**src/rtl/pt_cache_sched_pkg.sv**
```systemverilog
// pt_cache_pkg: shared definitions for the page-table cache scheduler.
// Holds the cache command encodings, the scheduler FSM state encoding,
// the per-transaction strobe count and a one-hot helper.
package pt_cache_pkg;

  typedef enum logic [1:0] {
    CMD_NOP = 2'b00,
    CMD_RD  = 2'b01,
    CMD_WR  = 2'b10,
    CMD_LD  = 2'b11
  } cmd_t;

  typedef enum logic [2:0] {
    S_IDLE,
    S_SETUP,
    S_WSTB,
    S_WLOW,
    S_RWAIT,
    S_LWAIT,
    S_FIN,
    S_NOPGAP
  } state_t;

  // 16 PT bytes + 4 PTE bytes + 1 PID byte per WR/LD transaction
  localparam int NBYTES = 21;

  function automatic logic [1:0] port_onehot(input logic port);
    return port ? 2'b10 : 2'b01;
  endfunction

endpackage

```
**src/rtl/pt_cache_sched_if.sv**
```systemverilog
// pt_cache_sched_if: command/strobe bus between the scheduler and the
// page-table cache.
//   c_cmd, c_datavalid, c_datain, c_pid : scheduler -> cache
//   c_pagefault, c_outvalid, c_dataout  : cache -> scheduler status/data
//   c_wd                                : cache write-done (monitored only)
// master = scheduler side, slave = cache side.
interface pt_cache_sched_if;
  import pt_cache_pkg::*;

  cmd_t       c_cmd;
  logic       c_datavalid;
  logic [7:0] c_datain;
  logic [3:0] c_pid;
  logic       c_pagefault;
  logic       c_outvalid;
  logic [7:0] c_dataout;
  logic       c_wd;

  modport master (
    output c_cmd, c_datavalid, c_datain, c_pid,
    input  c_pagefault, c_outvalid, c_dataout, c_wd
  );

  modport slave (
    input  c_cmd, c_datavalid, c_datain, c_pid,
    output c_pagefault, c_outvalid, c_dataout, c_wd
  );
endinterface

```
**src/rtl/pt_cache_sched_rr_arb2.sv**
```systemverilog
// rr_arb2: two-way round-robin arbiter.
//   clk, rst_n : clock, asynchronous active-low reset
//   valid[1:0] : qualified requests
//   update     : the current grant has been taken; remember its winner
//   grant[1:0] : one-hot combinational grant (all zero when nobody asks)
// rr_last resets to 1 so port 0 wins the first contest.
module rr_arb2 (
  input  logic       clk,
  input  logic       rst_n,
  input  logic [1:0] valid,
  input  logic       update,
  output logic [1:0] grant
);

  logic rr_last_reg;

  // The port that did not win last time gets priority.
  always_comb begin
    grant = 2'b00;
    if (rr_last_reg) begin
      if (valid[0])      grant = 2'b01;
      else if (valid[1]) grant = 2'b10;
    end else begin
      if (valid[1])      grant = 2'b10;
      else if (valid[0]) grant = 2'b01;
    end
  end

  always_ff @(posedge clk or negedge rst_n) begin
    if (!rst_n)      rr_last_reg <= 1'b1;
    else if (update) rr_last_reg <= grant[1];
  end

endmodule

```
**src/rtl/pt_cache_sched.sv**
```systemverilog
// pt_cache_sched: shares the page-table cache between two requesters.
//   clk, rst_n            : clock, asynchronous active-low reset
//   req, op0/1, pid0/1,
//   addr0/1, wdata0/1     : requester commands, held while req is high
//   pull                  : WR byte consumed, present the next one
//   gnt, done, rvalid,
//   resp_data, fault, tout: per-requester grant/completion/result
//   cbus                  : cache command/strobe bus (master side)
// All outputs are registered. Each transaction runs IDLE -> SETUP ->
// (WSTB/WLOW | RWAIT | LWAIT) -> FIN -> NOPGAP -> IDLE.
module pt_cache_sched
  import pt_cache_pkg::*;
#(
  parameter int TIMEOUT = 64,
  parameter int GAP     = 2
) (
  input  logic       clk,
  input  logic       rst_n,
  input  logic [1:0] req,
  input  logic [1:0] op0,
  input  logic [1:0] op1,
  input  logic [3:0] pid0,
  input  logic [3:0] pid1,
  input  logic [7:0] addr0,
  input  logic [7:0] addr1,
  input  logic [7:0] wdata0,
  input  logic [7:0] wdata1,
  output logic [1:0] pull,
  output logic [1:0] gnt,
  output logic [1:0] done,
  output logic [1:0] rvalid,
  output logic [7:0] resp_data,
  output logic       fault,
  output logic       tout,
  pt_cache_sched_if.master cbus
);

  localparam logic [4:0] NB5      = 5'(NBYTES);
  localparam logic [3:0] GAP_LAST = 4'(GAP - 1);
  // done lands two cycles after the abort decision (FIN + output register),
  // so deciding at TIMEOUT-2 puts done exactly TIMEOUT cycles after the
  // last rvalid pulse (or after the first wait cycle).
  localparam logic [6:0] TO_LAST  = 7'(TIMEOUT - 2);

  state_t     state_reg, state_next;
  logic       owner_reg, owner_next;
  cmd_t       op_reg, op_next;
  logic [3:0] pid_reg, pid_next;
  logic [7:0] addr_reg, addr_next;
  logic [4:0] beat_reg, beat_next;
  logic [6:0] tcnt_reg, tcnt_next;
  logic [3:0] gap_reg, gap_next;
  logic       flt_reg, flt_next;
  logic       to_reg, to_next;
  logic       ov_prev_reg, ov_prev_next;
  logic [1:0] gnt_reg, gnt_next, done_reg, done_next;
  logic [1:0] rvalid_reg, rvalid_next, pull_reg, pull_next;
  logic [7:0] resp_reg, resp_next;
  logic       fault_reg, fault_next, tout_reg, tout_next;
  cmd_t       cmd_reg, cmd_next;
  logic       dv_reg, dv_next;
  logic [7:0] din_reg, din_next;
  logic [3:0] cpid_reg, cpid_next;

  logic [1:0] req_valid, arb_gnt;
  logic       arb_take;
  logic       unused_wd;

  assign unused_wd    = cbus.c_wd;
  // op=00 is not a request
  assign req_valid[0] = req[0] && (op0 != 2'b00);
  assign req_valid[1] = req[1] && (op1 != 2'b00);

  rr_arb2 u_arb (
    .clk    (clk),
    .rst_n  (rst_n),
    .valid  (req_valid),
    .update (arb_take),
    .grant  (arb_gnt)
  );

  always_comb begin
    state_next   = state_reg;
    owner_next   = owner_reg;
    op_next      = op_reg;
    pid_next     = pid_reg;
    addr_next    = addr_reg;
    beat_next    = beat_reg;
    tcnt_next    = tcnt_reg;
    gap_next     = gap_reg;
    flt_next     = flt_reg;
    to_next      = to_reg;
    ov_prev_next = cbus.c_outvalid;
    gnt_next     = gnt_reg;
    done_next    = 2'b00;
    rvalid_next  = 2'b00;
    pull_next    = 2'b00;
    resp_next    = resp_reg;
    fault_next   = 1'b0;
    tout_next    = 1'b0;
    cmd_next     = cmd_reg;
    dv_next      = 1'b0;
    din_next     = din_reg;
    cpid_next    = cpid_reg;
    arb_take     = 1'b0;

    case (state_reg)
      S_IDLE: begin
        if (arb_gnt != 2'b00) begin
          arb_take   = 1'b1;
          owner_next = arb_gnt[1];
          gnt_next   = arb_gnt;
          op_next    = cmd_t'(arb_gnt[1] ? op1 : op0);
          pid_next   = arb_gnt[1] ? pid1 : pid0;
          addr_next  = arb_gnt[1] ? addr1 : addr0;
          beat_next  = 5'd0;
          flt_next   = 1'b0;
          to_next    = 1'b0;
          state_next = S_SETUP;
        end
      end
      S_SETUP: begin
        cmd_next  = op_reg;
        cpid_next = pid_reg;
        tcnt_next = 7'd0;
        case (op_reg)
          CMD_WR:  state_next = S_WSTB;
          CMD_RD: begin
            din_next   = addr_reg;
            state_next = S_RWAIT;
          end
          default: state_next = S_LWAIT;
        endcase
      end
      S_WSTB: begin
        din_next   = owner_reg ? wdata1 : wdata0;
        dv_next    = 1'b1;
        pull_next  = port_onehot(owner_reg);
        if (beat_reg != NB5) beat_next = beat_reg + 5'd1;
        state_next = S_WLOW;
      end
      S_WLOW: begin
        state_next = (beat_reg < NB5) ? S_WSTB : S_FIN;
      end
      S_RWAIT: begin
        // page fault takes precedence over a simultaneous outvalid
        if (cbus.c_pagefault) begin
          flt_next   = 1'b1;
          state_next = S_FIN;
        end else if (cbus.c_outvalid) begin
          resp_next   = cbus.c_dataout;
          rvalid_next = port_onehot(owner_reg);
          state_next  = S_FIN;
        end else if (tcnt_reg == TO_LAST) begin
          to_next    = 1'b1;
          state_next = S_FIN;
        end else begin
          tcnt_next = tcnt_reg + 7'd1;
        end
      end
      S_LWAIT: begin
        // one byte per rising edge of c_outvalid
        if (cbus.c_outvalid && !ov_prev_reg) begin
          resp_next   = cbus.c_dataout;
          rvalid_next = port_onehot(owner_reg);
          tcnt_next   = 7'd0;
          if (beat_reg != NB5)        beat_next  = beat_reg + 5'd1;
          if (beat_reg == NB5 - 5'd1) state_next = S_FIN;
        end else if (tcnt_reg == TO_LAST) begin
          to_next    = 1'b1;
          state_next = S_FIN;
        end else begin
          tcnt_next = tcnt_reg + 7'd1;
        end
      end
      S_FIN: begin
        done_next  = port_onehot(owner_reg);
        fault_next = flt_reg;
        tout_next  = to_reg;
        gnt_next   = 2'b00;
        cmd_next   = CMD_NOP;
        gap_next   = 4'd0;
        state_next = S_NOPGAP;
      end
      S_NOPGAP: begin
        if (gap_reg == GAP_LAST) state_next = S_IDLE;
        else                     gap_next   = gap_reg + 4'd1;
      end
      default: state_next = S_IDLE;
    endcase
  end

  always_ff @(posedge clk or negedge rst_n) begin
    if (!rst_n) begin
      state_reg   <= S_IDLE;
      owner_reg   <= 1'b0;
      op_reg      <= CMD_NOP;
      pid_reg     <= 4'd0;
      addr_reg    <= 8'd0;
      beat_reg    <= 5'd0;
      tcnt_reg    <= 7'd0;
      gap_reg     <= 4'd0;
      flt_reg     <= 1'b0;
      to_reg      <= 1'b0;
      ov_prev_reg <= 1'b0;
      gnt_reg     <= 2'b00;
      done_reg    <= 2'b00;
      rvalid_reg  <= 2'b00;
      pull_reg    <= 2'b00;
      resp_reg    <= 8'd0;
      fault_reg   <= 1'b0;
      tout_reg    <= 1'b0;
      cmd_reg     <= CMD_NOP;
      dv_reg      <= 1'b0;
      din_reg     <= 8'd0;
      cpid_reg    <= 4'd0;
    end else begin
      state_reg   <= state_next;
      owner_reg   <= owner_next;
      op_reg      <= op_next;
      pid_reg     <= pid_next;
      addr_reg    <= addr_next;
      beat_reg    <= beat_next;
      tcnt_reg    <= tcnt_next;
      gap_reg     <= gap_next;
      flt_reg     <= flt_next;
      to_reg      <= to_next;
      ov_prev_reg <= ov_prev_next;
      gnt_reg     <= gnt_next;
      done_reg    <= done_next;
      rvalid_reg  <= rvalid_next;
      pull_reg    <= pull_next;
      resp_reg    <= resp_next;
      fault_reg   <= fault_next;
      tout_reg    <= tout_next;
      cmd_reg     <= cmd_next;
      dv_reg      <= dv_next;
      din_reg     <= din_next;
      cpid_reg    <= cpid_next;
    end
  end

  assign gnt              = gnt_reg;
  assign done             = done_reg;
  assign rvalid           = rvalid_reg;
  assign pull             = pull_reg;
  assign resp_data        = resp_reg;
  assign fault            = fault_reg;
  assign tout             = tout_reg;
  assign cbus.c_cmd       = cmd_reg;
  assign cbus.c_datavalid = dv_reg;
  assign cbus.c_datain    = din_reg;
  assign cbus.c_pid       = cpid_reg;

endmodule

```
**src/flat_wrapper.sv**
```systemverilog
// flat-port wrapper written by rule: the top's interface ports become plain ports
module pt_cache_sched_flat import pt_cache_pkg::*;
#(
  parameter int TIMEOUT = 64,
  parameter int GAP     = 2
)
  (clk, rst_n, req, op0, op1, pid0, pid1, addr0, addr1, wdata0, wdata1, pull, gnt, done, rvalid, resp_data, fault, tout, cbus_c_cmd, cbus_c_datavalid, cbus_c_datain, cbus_c_pid, cbus_c_pagefault, cbus_c_outvalid, cbus_c_dataout, cbus_c_wd);
  pt_cache_sched_if cbus_i ();
  input  logic clk;
  input  logic rst_n;
  input  logic [1:0] req;
  input  logic [1:0] op0;
  input  logic [1:0] op1;
  input  logic [3:0] pid0;
  input  logic [3:0] pid1;
  input  logic [7:0] addr0;
  input  logic [7:0] addr1;
  input  logic [7:0] wdata0;
  input  logic [7:0] wdata1;
  output logic [1:0] pull;
  output logic [1:0] gnt;
  output logic [1:0] done;
  output logic [1:0] rvalid;
  output logic [7:0] resp_data;
  output logic fault;
  output logic tout;
  output wire logic [$bits(cbus_i.c_cmd)-1:0] cbus_c_cmd;
  output wire logic [$bits(cbus_i.c_datavalid)-1:0] cbus_c_datavalid;
  output wire logic [$bits(cbus_i.c_datain)-1:0] cbus_c_datain;
  output wire logic [$bits(cbus_i.c_pid)-1:0] cbus_c_pid;
  input wire logic [$bits(cbus_i.c_pagefault)-1:0] cbus_c_pagefault;
  input wire logic [$bits(cbus_i.c_outvalid)-1:0] cbus_c_outvalid;
  input wire logic [$bits(cbus_i.c_dataout)-1:0] cbus_c_dataout;
  input wire logic [$bits(cbus_i.c_wd)-1:0] cbus_c_wd;
  assign cbus_c_cmd = cbus_i.c_cmd;
  assign cbus_c_datavalid = cbus_i.c_datavalid;
  assign cbus_c_datain = cbus_i.c_datain;
  assign cbus_c_pid = cbus_i.c_pid;
  assign cbus_i.c_pagefault = cbus_c_pagefault;
  assign cbus_i.c_outvalid = cbus_c_outvalid;
  assign cbus_i.c_dataout = cbus_c_dataout;
  assign cbus_i.c_wd = cbus_c_wd;
  pt_cache_sched #(.TIMEOUT(TIMEOUT), .GAP(GAP)) u_core (.clk(clk), .rst_n(rst_n), .req(req), .op0(op0), .op1(op1), .pid0(pid0), .pid1(pid1), .addr0(addr0), .addr1(addr1), .wdata0(wdata0), .wdata1(wdata1), .pull(pull), .gnt(gnt), .done(done), .rvalid(rvalid), .resp_data(resp_data), .fault(fault), .tout(tout), .cbus(cbus_i));
endmodule
```
**config.mk**
```make
export PLATFORM = sky130hd
export DESIGN_NAME = pt_cache_sched_flat
export DESIGN_NICKNAME = d
export VERILOG_FILES = /design/src/rtl/pt_cache_sched_pkg.sv /design/src/rtl/pt_cache_sched_if.sv /design/src/rtl/pt_cache_sched_rr_arb2.sv /design/src/rtl/pt_cache_sched.sv /design/src/flat_wrapper.sv
export SDC_FILE = /design/constraint.sdc
export NUM_CORES = 1
export LEC_CHECK = 0
export ABC_AREA = 1
export CORE_MARGIN = 2
export CORE_UTILIZATION = 49
export CTS_BUF_LIST = sky130_fd_sc_hd__clkbuf_16
export CTS_CLUSTER_DIAMETER = 120
export DETAILED_ROUTE_END_ITERATION = 7
export HOLD_SLACK_MARGIN = 0.1
export PLACE_DENSITY_LB_ADDON = 0.08
export SLEW_MARGIN = 10
export SYNTH_ARGS = -nofsm -noshare
export SYNTH_HDL_FRONTEND = slang
export SYNTH_HIERARCHICAL = 1
export SYNTH_SLANG_ARGS = --single-unit
```
**constraint.sdc**
```tcl
create_clock -name clk -period 2.25 [get_ports clk]
set_input_delay 0.45 -clock clk [delete_from_list [all_inputs] [get_ports clk]]
set_output_delay 0.45 -clock clk [all_outputs]
set_load 0.02 [all_outputs]
```
Yosys cells after proc, flatten, opt, wreduce, memory -nomap -nowiden:

Cells that the tools add are included.

* latch bits: 0
* RAM bits: 0
* input bits: 59
* register bits: 71
* ROM bits: 0
* memories: 0

* eq/ne operators: 24
* $mul: 0
* muxes and demuxes: 59
* div/mod/pow operators: 0
* add/sub/neg operators: 3
* reduce and logical (&&, ||, !) cells: 27
* shifts and indexed selects: 0
* order comparisons: 1
* bitwise logic cells: 0

Operators by type and width (count)
* $mux 8: 6
* $pmux 8 s2: 2
* $mux 7: 4
* $mux 2: 12
* $mux 3: 8
* $pmux 3 s8: 1
* $pmux 7 s3: 1
* $reduce_bool 2->1: 9
* $mux 5: 3
* $pmux 5 s3: 1
* $eq 3x3->1 const B: 4
* $mux 1: 12
* $ne 2x2->1 const B: 6
* $pmux 2 s2: 3
* $reduce_and 3->1: 4
* $reduce_bool 3->1: 3
* $mux 4: 2
* $ne 2x1->1 const B: 4
* $pmux 4 s2: 1
* $reduce_and 2->1: 4
* $add 7x1->7 const B: 1
* $eq 7x6->1 const B: 1
* $eq 3x2->1 const B: 2
* $pmux 3 s2: 1
* other kinds (17): 19

Logic depth before layout (Yosys ltp):

Gate-level depths: netlist (run 1).

* depth in word-level cells: 8
* depth in mapped cells: 11
* mapped depth without buffers: 10

Hierarchy:

Netlist (run 1), hierarchy kept.

Modules (own cells, without submodules)
* pt_cache_sched: instances 1, sequential area each 1751.7 um^2, area an instance 3543.4 um^2, cells an instance 428
* rr_arb2: instances 1, sequential area each 26.3 um^2, area an instance 63.8 um^2, cells an instance 9

Worst setup path after synthesis (run 1):

No wires, ideal clock.

* path kind: input-to-reg
* start: input port op1[0]
* end: register u_core.beat_reg[0]
* cell stages on the path: 10
* arrival: 1.597 ns
* path buffers: 1
* slack: 0.577 ns
* data required time: 2.173 ns
* cells stage by stage: o21a_1 and2_1 buf_2 inv_1 nand2_1 nor2_1 nor2_2 nand3_4 nand2_1 o21ai_1

* word-level cells in the longest chain between the ends: 8
* elaborated cells on any way between the ends: 9

Ends and longest elaborated chain
* start, declared: RTL line flat_wrapper.sv:13 `input logic [1:0] op1;`
* $reduce_bool 2->1 (*): RTL line pt_cache_sched.sv:72 `assign req_valid[1] = req[1] && (op1 != 2'b00);`
* $logic_and 1x1->1 (*): RTL line pt_cache_sched.sv:72
* $mux 2: RTL line pt_cache_sched_rr_arb2.sv:22 `else if (valid[1]) grant = 2'b10;`
* $mux 2: RTL line pt_cache_sched_rr_arb2.sv:21 `if (valid[0]) grant = 2'b01;`
* $mux 2 (*): RTL line pt_cache_sched_rr_arb2.sv:20 `if (rr_last_reg) begin`
* via u_core.arb_gnt[1]: RTL line pt_cache_sched.sv:65 `logic [1:0] req_valid, arb_gnt;`
* $reduce_bool 2->1 (*): RTL line pt_cache_sched.sv:109 `if (arb_gnt != 2'b00) begin`
* $ne 2x1->1 (no source line) (*)
* $reduce_and 3->1 (no source line) (*)
* end signal, assigned: RTL line pt_cache_sched.sv:223 `beat_reg <= beat_next;`
* end, declared: RTL line pt_cache_sched.sv:50 `logic [4:0] beat_reg, beat_next;`

Mark *: on every way through the listed nets, which the timed path passes. The rest lies on a longest branch.
A chain may end at the register's enable or synchronous reset.

Final worst setup path (run 1):

* start: input port op0[0]
* end: register u_core.beat_reg[4]

* elaborated cells on any way between the ends: 9

RTL lines
* start, declared: RTL line flat_wrapper.sv:12 `input logic [1:0] op0;`
* $reduce_bool 2->1: RTL line pt_cache_sched.sv:71 `assign req_valid[0] = req[0] && (op0 != 2'b00);`
* $logic_and 1x1->1: RTL line pt_cache_sched.sv:71
* via u_core.req_valid[0]: RTL line pt_cache_sched.sv:65
* $mux 2: RTL line pt_cache_sched_rr_arb2.sv:21
* $mux 2: RTL line pt_cache_sched_rr_arb2.sv:20
* via u_core.arb_gnt[1]: RTL line pt_cache_sched.sv:65
* $reduce_bool 2->1: RTL line pt_cache_sched.sv:109
* $ne 2x1->1 (no source line)
* $reduce_and 3->1 (no source line)

The timed path passes the listed nets, and every way through them passes these cells.

==> impl_results.md, run 1 <==
- Iter 0 DRT Violations: 121
- Min-delay worst type: input pin to asynchronous set/reset pin
- Remaining DRCs: 0
- Pin count of the biggest net entering global routing: 72
- Mapped cell area: 3610 µm²
- Register bit count reported by yosys: roughly 70
- Static Leak: around 2.4 nW
- I/O pins: 92
- Worst path slowest cell: clkdlybuf4s50_1
- Largest family of logic cells by synthesized area: simple AND/OR/NAND/NOR gates
- Tmin final: 1.87 ns
- Buffers & Inverters on Critical Path: 2
- Crit start category: input pin
- Max Clk Rate: 536 MHz
- Layout cells sized above 1: 0.0911
- Placed insts: 621
- Vias in the first global route: 3178
- Antenna Cells: 0
- Hold_buf cts: 0
- Mux share of post-synthesis cell area: 0.0388
- Post-CTS setup buffer count: 0
- Sum Neg Setup Slack: 0 ns
- Crit-path cells: clkdlybuf4s50_1 > o21a_1 > nand2_1 > and2_1 > inv_1 > nand2_1 > nor2_1 > nor2_2 > nand3_4 > nand2_1 > o21ai_1
- PD cells: 1220 nW/µm²
- Worst-margin pin slew: approximately 0.38 ns
- First-pass GRT wire length: 14900 µm
- Post-cts gate resize count: 0
- CP max stage delay: 0.49 ns
- Fin cells: 637
- Outcome: finished, final reports clean
- RSZ-0062 raised after global routing: no
- Area growth, synth to finish: 36.8%
- Clk_lat worst skew: 0.33 ns
- Adder-cell share of the synthesized area: 0.0347
- Psw: around 2.3 mW
- CP Capture Type: flop
- Sequential share of the synthesized area: 0.493
- Synth warn: 6
- Max-Cap Viols: 0
- Post-Synth Simple-Gate Area: 0.290
- Core ar.: 7180 µm²
- Clock share of power: 0.245
- Die height: 89.8 µm
- Avg Cell Area, Syn: ~8.3 µm²
- Total Routed Length: 8590 µm
- # nets final: 602
- CP arrival: approximately 2.1 ns
- Deepest clock path buffer count: 2
- Die Area: about 8000 µm²
- Final Hold Viols: 0
- Vias: 3152
- DIE WIDTH: 89.8 µm
- Routability cong.: 0.827
- Critical path class: input pin to flop
- H-tree Lvls: 3
- XOR/XNOR share of the synthesized area: 0.0121
- Seq pwr share: 0.339
- DRT Pass-1 Iters: 4
- Rows: 31
- Starting density of the core: 0.503
- Avg WL per Cell: 13.5 µm
- Switch share: 0.386
- Comb pwr share: 0.416
- Antenna-violating nets left: 0
- Total grt overflow: 0
- Initial antenna violation count: 0
- Compound-Gate Fraction of Synth Area: 0.0690
- CTS tree: built
- Worst VDD drop: 0.705 mV
- Total GRT Usage: 0.227
- Syn nets: roughly 510
- Clk slew on worst S/H paths: ~0.05 ns
- Cell family with most CP delay: simple AND/OR/NAND/NOR gates
- Clock tree sinks: 71
- WP data required: 2.50 ns
- IO buf count: 90
- Crit path top cell by count: nand2_1
- Period utilisation layout: 0.830
- Via density: ~4.9
- Worst-path maximum fanout: 10
- Final setup viols: 0
- Hpwl dp: roughly 6200 µm
- Internal power: 3.70 mW
- Max-slew headroom: 0.747
- Post-synthesis cell count: around 440
- Root Driver: clkbuf_16
- Final Max Tran Viols: 0
- Synth cell types: 32
- CTS buffer count: 9
- Skew final: 0.00479 ns
- Fill cells: 600
per-stage QoR:
step | setup slack, ns | power, mW | utilization | hold slack, ns | cell area [µm²]
finish | 0.383 | 6.02 | 0.688 | 0.144 | 4930
detailed placement | 0.0609 | 4.57 | 0.644 | 0.462 | 4620
floorplan | 0.577 | 3.64 | - | 0.154 | 3610
global placement | 0.0609 | 4.48 | 0.644 | 0.453 | 4620
CTS | 0.382 | 6.08 | 0.688 | 0.163 | 4930
global route | 0.221 | 6.47 | 0.688 | 0.183 | 4930
Yosys cell counts (all sizes together):
cell type  number  area, µm²
inv            43        164
a31o            1       8.76
a31oi           1       6.26
nand2         167        647
nand3          34        208
nand4           4       25.0
clkbuf          1       5.00
o22ai           3       18.8
dfstp           1       26.3
ha             10        125
a21boi          1       7.51
mux2i          14        140
o21a            2       15.0
dfrtp          70       1750
xnor2           1       8.76
o21ai          36        180
xor2            4       35.0
buf             8       57.6
and3            1       6.26
o21bai          1       7.51
nor2           31        146
a21oi           1       5.00
and2            2       12.5
cells by family (layout without fill, tap and decap cells):
group | count (synthesis) | count (layout)
XOR/XNOR | 5 | 5
AND/OR/NAND/NOR | 239 | 239
buffers and inverters | 52 | 153
multiplexers | 14 | 14
adder cells (fa/ha/maj) | 10 | 10
AO/OA/AOI/OAI | 46 | 46
flip-flops | 71 | 71
area by class of cell:
class	count	area (µm²)	area share
clock inverters	7	88.8	0.0180
repair buffers	94	951	0.193
well taps	99	124	0.0251
multi-input cells	314	1600	0.325
clock buffers	9	225	0.0457
inverters	43	164	0.0332
flip-flops and latches	71	1780	0.360
path summary, 6_finish.rpt:
check | from | end | slack (ns) | depth (start not counted)
min | rst_n | u_core/pid_reg[2] | 0.14 | 2
min in group clk | u_core/cbus.c_pid[2] | u_core/cbus.c_pid[2] | 0.47 | 2
max reg2reg | u_core/u_arb/rr_last_reg | u_core/beat_reg[4] | 0.62 | 9
max | op0[0] | u_core/beat_reg[4] | 0.38 | 11
min reg2reg | u_core/cbus.c_pid[2] | u_core/cbus.c_pid[2] | 0.47 | 2
max in group asynchronous | rst_n | u_core/u_arb/rr_last_reg | 1.77 | 2
worst reg2reg max path: cells and delay by family, from the launching register on:
kind | cells | cell delay (ns)
AND/OR/NAND/NOR | 7 | 0.85
flip-flops | 1 | 0.54
buffers and inverters | 1 | 0.09
AO/OA/AOI/OAI | 1 | 0.07
power by group through the flow:
| stage | clock network [mW] | registers (mW) | logic [mW] |
|---|---|---|---|
| 2_1_floorplan | 0 | 2.24 | 1.40 |
| 3_3_place_gp | 0 | 2.03 | 2.44 |
| 3_5_place_dp | 0 | 2.06 | 2.51 |
| 4_1_cts | 1.51 | 2.04 | 2.53 |
| 5_1_grt | 1.56 | 2.10 | 2.80 |
| 6_report | 1.48 | 2.04 | 2.50 |
per-layer routing:
metal  global-route usage  up-vias  part of all wire
met2                0.377       85              0.47
met4               0.0885        0             0.013
met3               0.0427       11             0.045
met5                    0        -                 0
met1                0.298     1473              0.47
li1                     -     1583                 -
cells in the final DEF (no fill, tap or decap), types with 2 or more instances in the layout:
master and n:
xor2_1 4, nand2_1 159, mux2i_1 14, dfrtp_1 70, nand3_1 31, bufinv_16 2, and2_1 2, o21a_1 2
clkdlybuf4s50_1 89, inv_2 8, nand4_1 4, buf_4 2, nor2_4 2, o21ai_1 7, nor2_1 23, clkbuf_16 9
nand2_2 8, buf_12 2, nand3_4 3, ha_1 10, o21ai_0 29, nor2_2 6, o22ai_1 3, inv_1 35
No activity file was read; power rests on OpenSTA's default activity.
==> inputs of run 2 (changes only) <==
==> constraint.sdc (replaced) <==
create_clock -name clk -period 1.9 [get_ports clk]
set_input_delay 0.38 -clock clk [delete_from_list [all_inputs] [get_ports clk]]
set_output_delay 0.38 -clock clk [all_outputs]
set_load 0.02 [all_outputs]
==> run 2 against run 1 <==
Flip-flop and latch count stayed put. Hold slack better by 0.33 ns. Critical path depth is 1 higher. Largest cell class unchanged. Clock power is 22% higher. Critical path type unchanged. Sequential share of layout area is 0.56 points lower. Register-to-register slack worse by 0.41 ns. Clock skew is 0.0017 ns higher. Count of clock-buffer cells in the layout stayed put. Power is 20% higher.
==> impl_results.md, run 2 (synthesis gave the netlist of run 1 again) <==
- DRT Pass-1 Iters: 4 (unchanged)
- IO buf count: 90 (unchanged)
- Register Area: 1780 µm² (unchanged)
- Skew final: 0.00650 ns (+0.00171 ns)
- H-tree Lvls: 3 (unchanged)
- Core ar.: 7180 µm² (unchanged)
- Antenna-violating nets left: 0 (unchanged)
- Area growth, synth to finish: 38.9%
- DIE WIDTH: 89.8 µm (unchanged)
- Total Routed Length: 8530 µm (-0.75%)
- I/O pins: 92 (unchanged)
- Worst VDD drop: 1.10 mV (+55%)
- Critical path class: input pin to flop
- CP startpoint: op0[1]
- Clock tree sinks: 71 (unchanged)
- Area of the multi-input gates: 1600 µm² (unchanged)
- Post-CTS setup buffer count: 0 (unchanged)
- Placed insts: 629 (+1.3%)
- Crit start category: input pin
- CP Capture Type: flop
- PD cells: 1440 nW/µm² (+18%)
- CTS buffer count: 9 (unchanged)
- Worst-margin pin slew: 0.398 ns (+0.0178 ns)
- CTS tree: built
- Clk slew on worst S/H paths: 0.06 ns (about the same)
- R2R Path Start: u_core/state_reg[0]
- Max-Cap Viols: 0 (unchanged)
- Most common cell after layout, fill and taps aside: nand2_1
- Root Driver: clkbuf_16
- Outcome: finished, final reports clean
- Pre-CTS setup slack: -0.193 ns (-0.254 ns)
- Antenna Cells: 0 (unchanged)
- Fin cells: 646 (+1.4%)
- CP arrival: 1.99 ns (-0.13 ns)
- Total grt overflow: 0 (unchanged)
- WP data required: 2.11 ns (-0.39 ns)
- Post-cts gate resize count: 0 (unchanged)
- Final setup viols: 0 (unchanged)
- Total GRT Usage: 0.228 (+0.00116)
- RR Endpoint: u_core/resp_data[2]
- RSZ-0062 raised after global routing: no
- Initial antenna violation count: 0 (unchanged)
- Fill cells: 589 (-1.8%)
- Min-delay worst type: flop to flop
- Avg WL per Cell: 13.2 µm (-2.1%)
- R2r setup slk: 0.21 ns (-0.41 ns)
- Period utilisation layout: 0.934
- Worst Slack Setup Final: 0.125 ns (-0.258 ns)
- Via density: 4.93 (-0.30%)
- Iter 0 DRT Violations: 174 (+44%)
- Hpwl dp: 6250 µm (+1.3%)
- CP Capture Point: u_core/beat_reg[2]
- Vias in the first global route: 3195 (+0.53%)
- WHS: 0.471 ns (+0.326 ns)
- Worst-path maximum fanout: 10 (unchanged)
- Pwr Total: 7.20 mW (+20%)
- Die height: 89.8 µm (unchanged)
- Starting density of the core: 0.503 (unchanged)
- # nets final: 611 (+1.5%)
- Clk_lat worst skew: 0.33 ns (about the same)
- Layout cells sized above 1: 0.106 (+0.0150)
- Fin util: 0.698 (+0.0108)
- Final Hold Viols: 0 (unchanged)
- Pin count of the biggest net entering global routing: 72 (unchanged)
- R2R depth: 7 (-2)
- Max Clk Rate: 563 MHz
- Vias: 3187 (+1.1%)
- Die Area: 8060 µm² (unchanged)
- Final Max Tran Viols: 0 (unchanged)
- Deepest clock path buffer count: 2 (unchanged)
- First-pass GRT wire length: 15000 µm (+0.60%)
- Commonest non-fill, non-tap cells in the layout: 159 x nand2_1, 89 x clkdlybuf4s50_1, 70 x dfrtp_1, 34 x inv_1, 31 x nand3_1
- Max-slew headroom: 0.734 (-0.0131)
- Routability cong.: 0.855 (+3.3%)
- Remaining DRCs: 0 (unchanged)
- Static Leak: 2.46 nW (+1.5%)
- Rows: 31 (unchanged)
- Tmin final: 1.77 ns
run 2: cell types whose count changed in the layout (fill, tap and decap cells not counted), sizes merged:
cell,delta
dlygate4sd3,+1
clkinv,-1
clkinvlp,+1
buf,+8
run 2: how the worst min path moves through the flow:
stage                                    start              endpoint  slack, ns  depth (start not counted)
after floorplan                          rst_n    u_core/addr_reg[0]       0.08                          0
after global placement                   rst_n  u_core/cbus.c_pid[2]       0.43                          2
after detailed placement                 rst_n  u_core/cbus.c_pid[2]       0.44                          2
after CTS                 u_core/cbus.c_pid[3]  u_core/cbus.c_pid[3]       0.48                          2
after global routing      u_core/cbus.c_pid[0]  u_core/cbus.c_pid[0]       0.49                          2
final                     u_core/cbus.c_pid[3]  u_core/cbus.c_pid[3]       0.47                          2
run 2: what timing repair did:
action                     in CTS  in global routing
hold endpoints to repair       52                  0
hold buffers                    1                  0
setup endpoints to repair       0                  1
run 2: power by group:
part / switching (mW) / internal, mW / total [mW]
combinational: 1.75 / 1.23 / 2.98
sequential: 0.374 / 2.04 / 2.41
clock: 0.648 / 1.15 / 1.80
run 2: stage by stage:
stage / area (µm²) / setup TNS (ns)
2_1_floorplan: 3610 / 0
3_3_place_gp: 4680 / -1.51
3_5_place_dp: 4680 / -2.06
4_1_cts: 5010 / 0
5_1_grt: 5010 / 0
6_report: 5010 / 0
run 2: metal layers:
layer,track usage,routed length [µm]
met1,0.305,3890
met2,0.366,4030
met5,0,0
met3,0.0545,549
met4,0.0833,58
run 2: area by class of cell:
type	instances	share of cell area
Inverter	43	0.0327
Tap cell	99	0.0247
Sequential cell	71	0.355
Clock inverter	7	0.0192
Clock buffer	9	0.0449
Multi-Input combinational cell	314	0.320
Timing Repair Buffer	103	0.204
run 2: worst max-delay path, cell delays in order:
cell,delay (ns)
clkdlybuf4s50_1,0.43
o21a_1,0.20
nand2_1,0.07
and2_1,0.14
inv_1,0.06
nand2_1,0.10
nor2_1,0.05
buf_4,0.14
nor2_2,0.13
nand3_4,0.14
nand2_1,0.09
o21ai_1,0.06
==> variant, RTL diff (config.mk and constraints of run 1) <==
The 8 states of `state_t` get a one-hot encoding in 8 bits.
--- a/src/rtl/pt_cache_sched_pkg.sv
+++ b/src/rtl/pt_cache_sched_pkg.sv
@@ -10,15 +10,15 @@
     CMD_LD  = 2'b11
   } cmd_t;
 
-  typedef enum logic [2:0] {
-    S_IDLE,
-    S_SETUP,
-    S_WSTB,
-    S_WLOW,
-    S_RWAIT,
-    S_LWAIT,
-    S_FIN,
-    S_NOPGAP
+  typedef enum logic [7:0] {
+    S_IDLE   = 8'b00000001,
+    S_SETUP  = 8'b00000010,
+    S_WSTB   = 8'b00000100,
+    S_WLOW   = 8'b00001000,
+    S_RWAIT  = 8'b00010000,
+    S_LWAIT  = 8'b00100000,
+    S_FIN    = 8'b01000000,
+    S_NOPGAP = 8'b10000000
   } state_t;
 
   // 16 PT bytes + 4 PTE bytes + 1 PID byte per WR/LD transaction
Behaviour: same outputs for any inputs over 4 cycles, from zero or initial values and one cycle with rst_n low; so few cycles prove little.
==> variant against run 1 <==
  * Setup slack better by 0.047 ns
  * Non-clock buffer count up 3
  * Area after synthesis up 10%
  * Design area up 8.3%
  * Die area up 9.9%
  * Power down 6.8%
  * Sequential cell count up 5
  * Critical path depth down 3
  * First-iteration DRC count down 8.3%
  * Global-route usage down 0.29 points
  * Maximum frequency up 2.6%
  * Sequential share of layout area down 0.39 points
  * Wire length up 6.8%
  * Critical path type unchanged
  * Critical endpoint is now u_core/addr_reg[2]
  * Largest power group unchanged
==> variant: results <==
timing:
  skew_ns: 0.00517
  slew_headroom: 0.662
logic_synthesis:
  synth_fa_ha_area_frac: 0.0283
  synth_mux_area_frac: 0
  synth_nets: 579
  synthDistinctLibCells: 33
  synth_compound_area_frac: 0.0807
  yosys-top-cells-count: "nand2_1 (174), dfrtp_1 (74), nor2_1 (68)"
  synth-xor-area-share: 0.0132
  synth_area_leaders: "dfrtp_1 (46%), nand2_1 (16%), nor2_1 (6.4%)"
  synth_cells: 511
worst_setup_path:
  critPathArrivalTime_ns: 2.05
  crit_path_max_fanout: 15
power:
  p_leak_nw: 2.62
  p_int_mw: 3.51
  peakVddDrop_v: 0.000659
  p_seq_frac: 0.359
outcome:
  outcome: "complete, no violations"
grt:
  grt_max_degree: 40
  grt_pass1_wl_microns: 15700
detailed_routing:
  drt-wirelength-per-cell_microns: 12.8
  drt_pass1_iterations: 5
  drt-total-wl_microns: 9170
  viasPerCell: 4.98
min_path:
  min_path_type: "reg -> reg"
floorplan:
  dieWidth_microns: 94.2
cells_and_area:
  fillers: 677
  layout-drive-gt1-share: 0.0893
  nets: 679
clock_network:
  cts_buffers: 9
  cts_hold_buffers: 1
place:
  dp_cells: 701
  gp_congestion: 0.866
  hpwl_microns: 7100
  placedInstanceArea_sq_um: 5020
variant: cell count changes after synthesis, sizes merged, moves of 5 or more:
| cell | before | now |
|---|---|---|
| nor2 | 31 | 77 |
| nand2 | 167 | 185 |
| o21ai | 36 | 18 |
| o31ai | 0 | 15 |
| mux2i | 14 | 0 |
| inv | 43 | 51 |
| a21oi | 1 | 7 |
| nand3 | 34 | 39 |
variant: cell type report:
cell class | count | area [sq um] | share of cell area
tap | 102 | 128 | 0.0239
sequential | 76 | 1900 | 0.356
multi-input combinational | 375 | 1840 | 0.344
clock inverter | 7 | 82.6 | 0.0155
timing repair buffer | 97 | 966 | 0.181
clock buffer | 9 | 225 | 0.0422
inverter | 52 | 200 | 0.0375
variant: logic make-up after synthesis:
group           count (synthesis)
compound gates                 48
xor+xnor                        6
fa+ha+maj                       9
buf+inv                        60
flops                          76
simple gates                  312
variant: worst paths after layout:
kind | from | to | depth (start not counted) | slack [ns]
worst max register to register | u_core/state_reg[4] | u_core/beat_reg[0] | 10 | 0.48
worst min register to register | u_core/resp_data[1] | u_core/resp_data[1] | 2 | 0.47
worst max-delay path | op0[0] | u_core/addr_reg[2] | 8 | 0.43
max in group asynchronous | rst_n | u_core/cbus.c_datain[3] | 3 | 1.06
worst min-delay path | u_core/resp_data[1] | u_core/resp_data[1] | 2 | 0.47
min in group asynchronous | rst_n | u_core/tcnt_reg[2] | 2 | 0.63
variant: metal layers:
layer	GRT usage	wire length, microns
met1	0.308	4260
met2	0.362	4420
met3	0.0449	391
met4	0.0652	91
met5	0	0
variant: worst max-delay path, cell delays in order:
cell,delay [ns]
clkdlybuf4s50_1,0.49
o21a_1,0.16
nand2_1,0.07
and2_1,0.21
o211ai_4,0.27
buf_4,0.25
nand2_1,0.08
o31ai_1,0.07
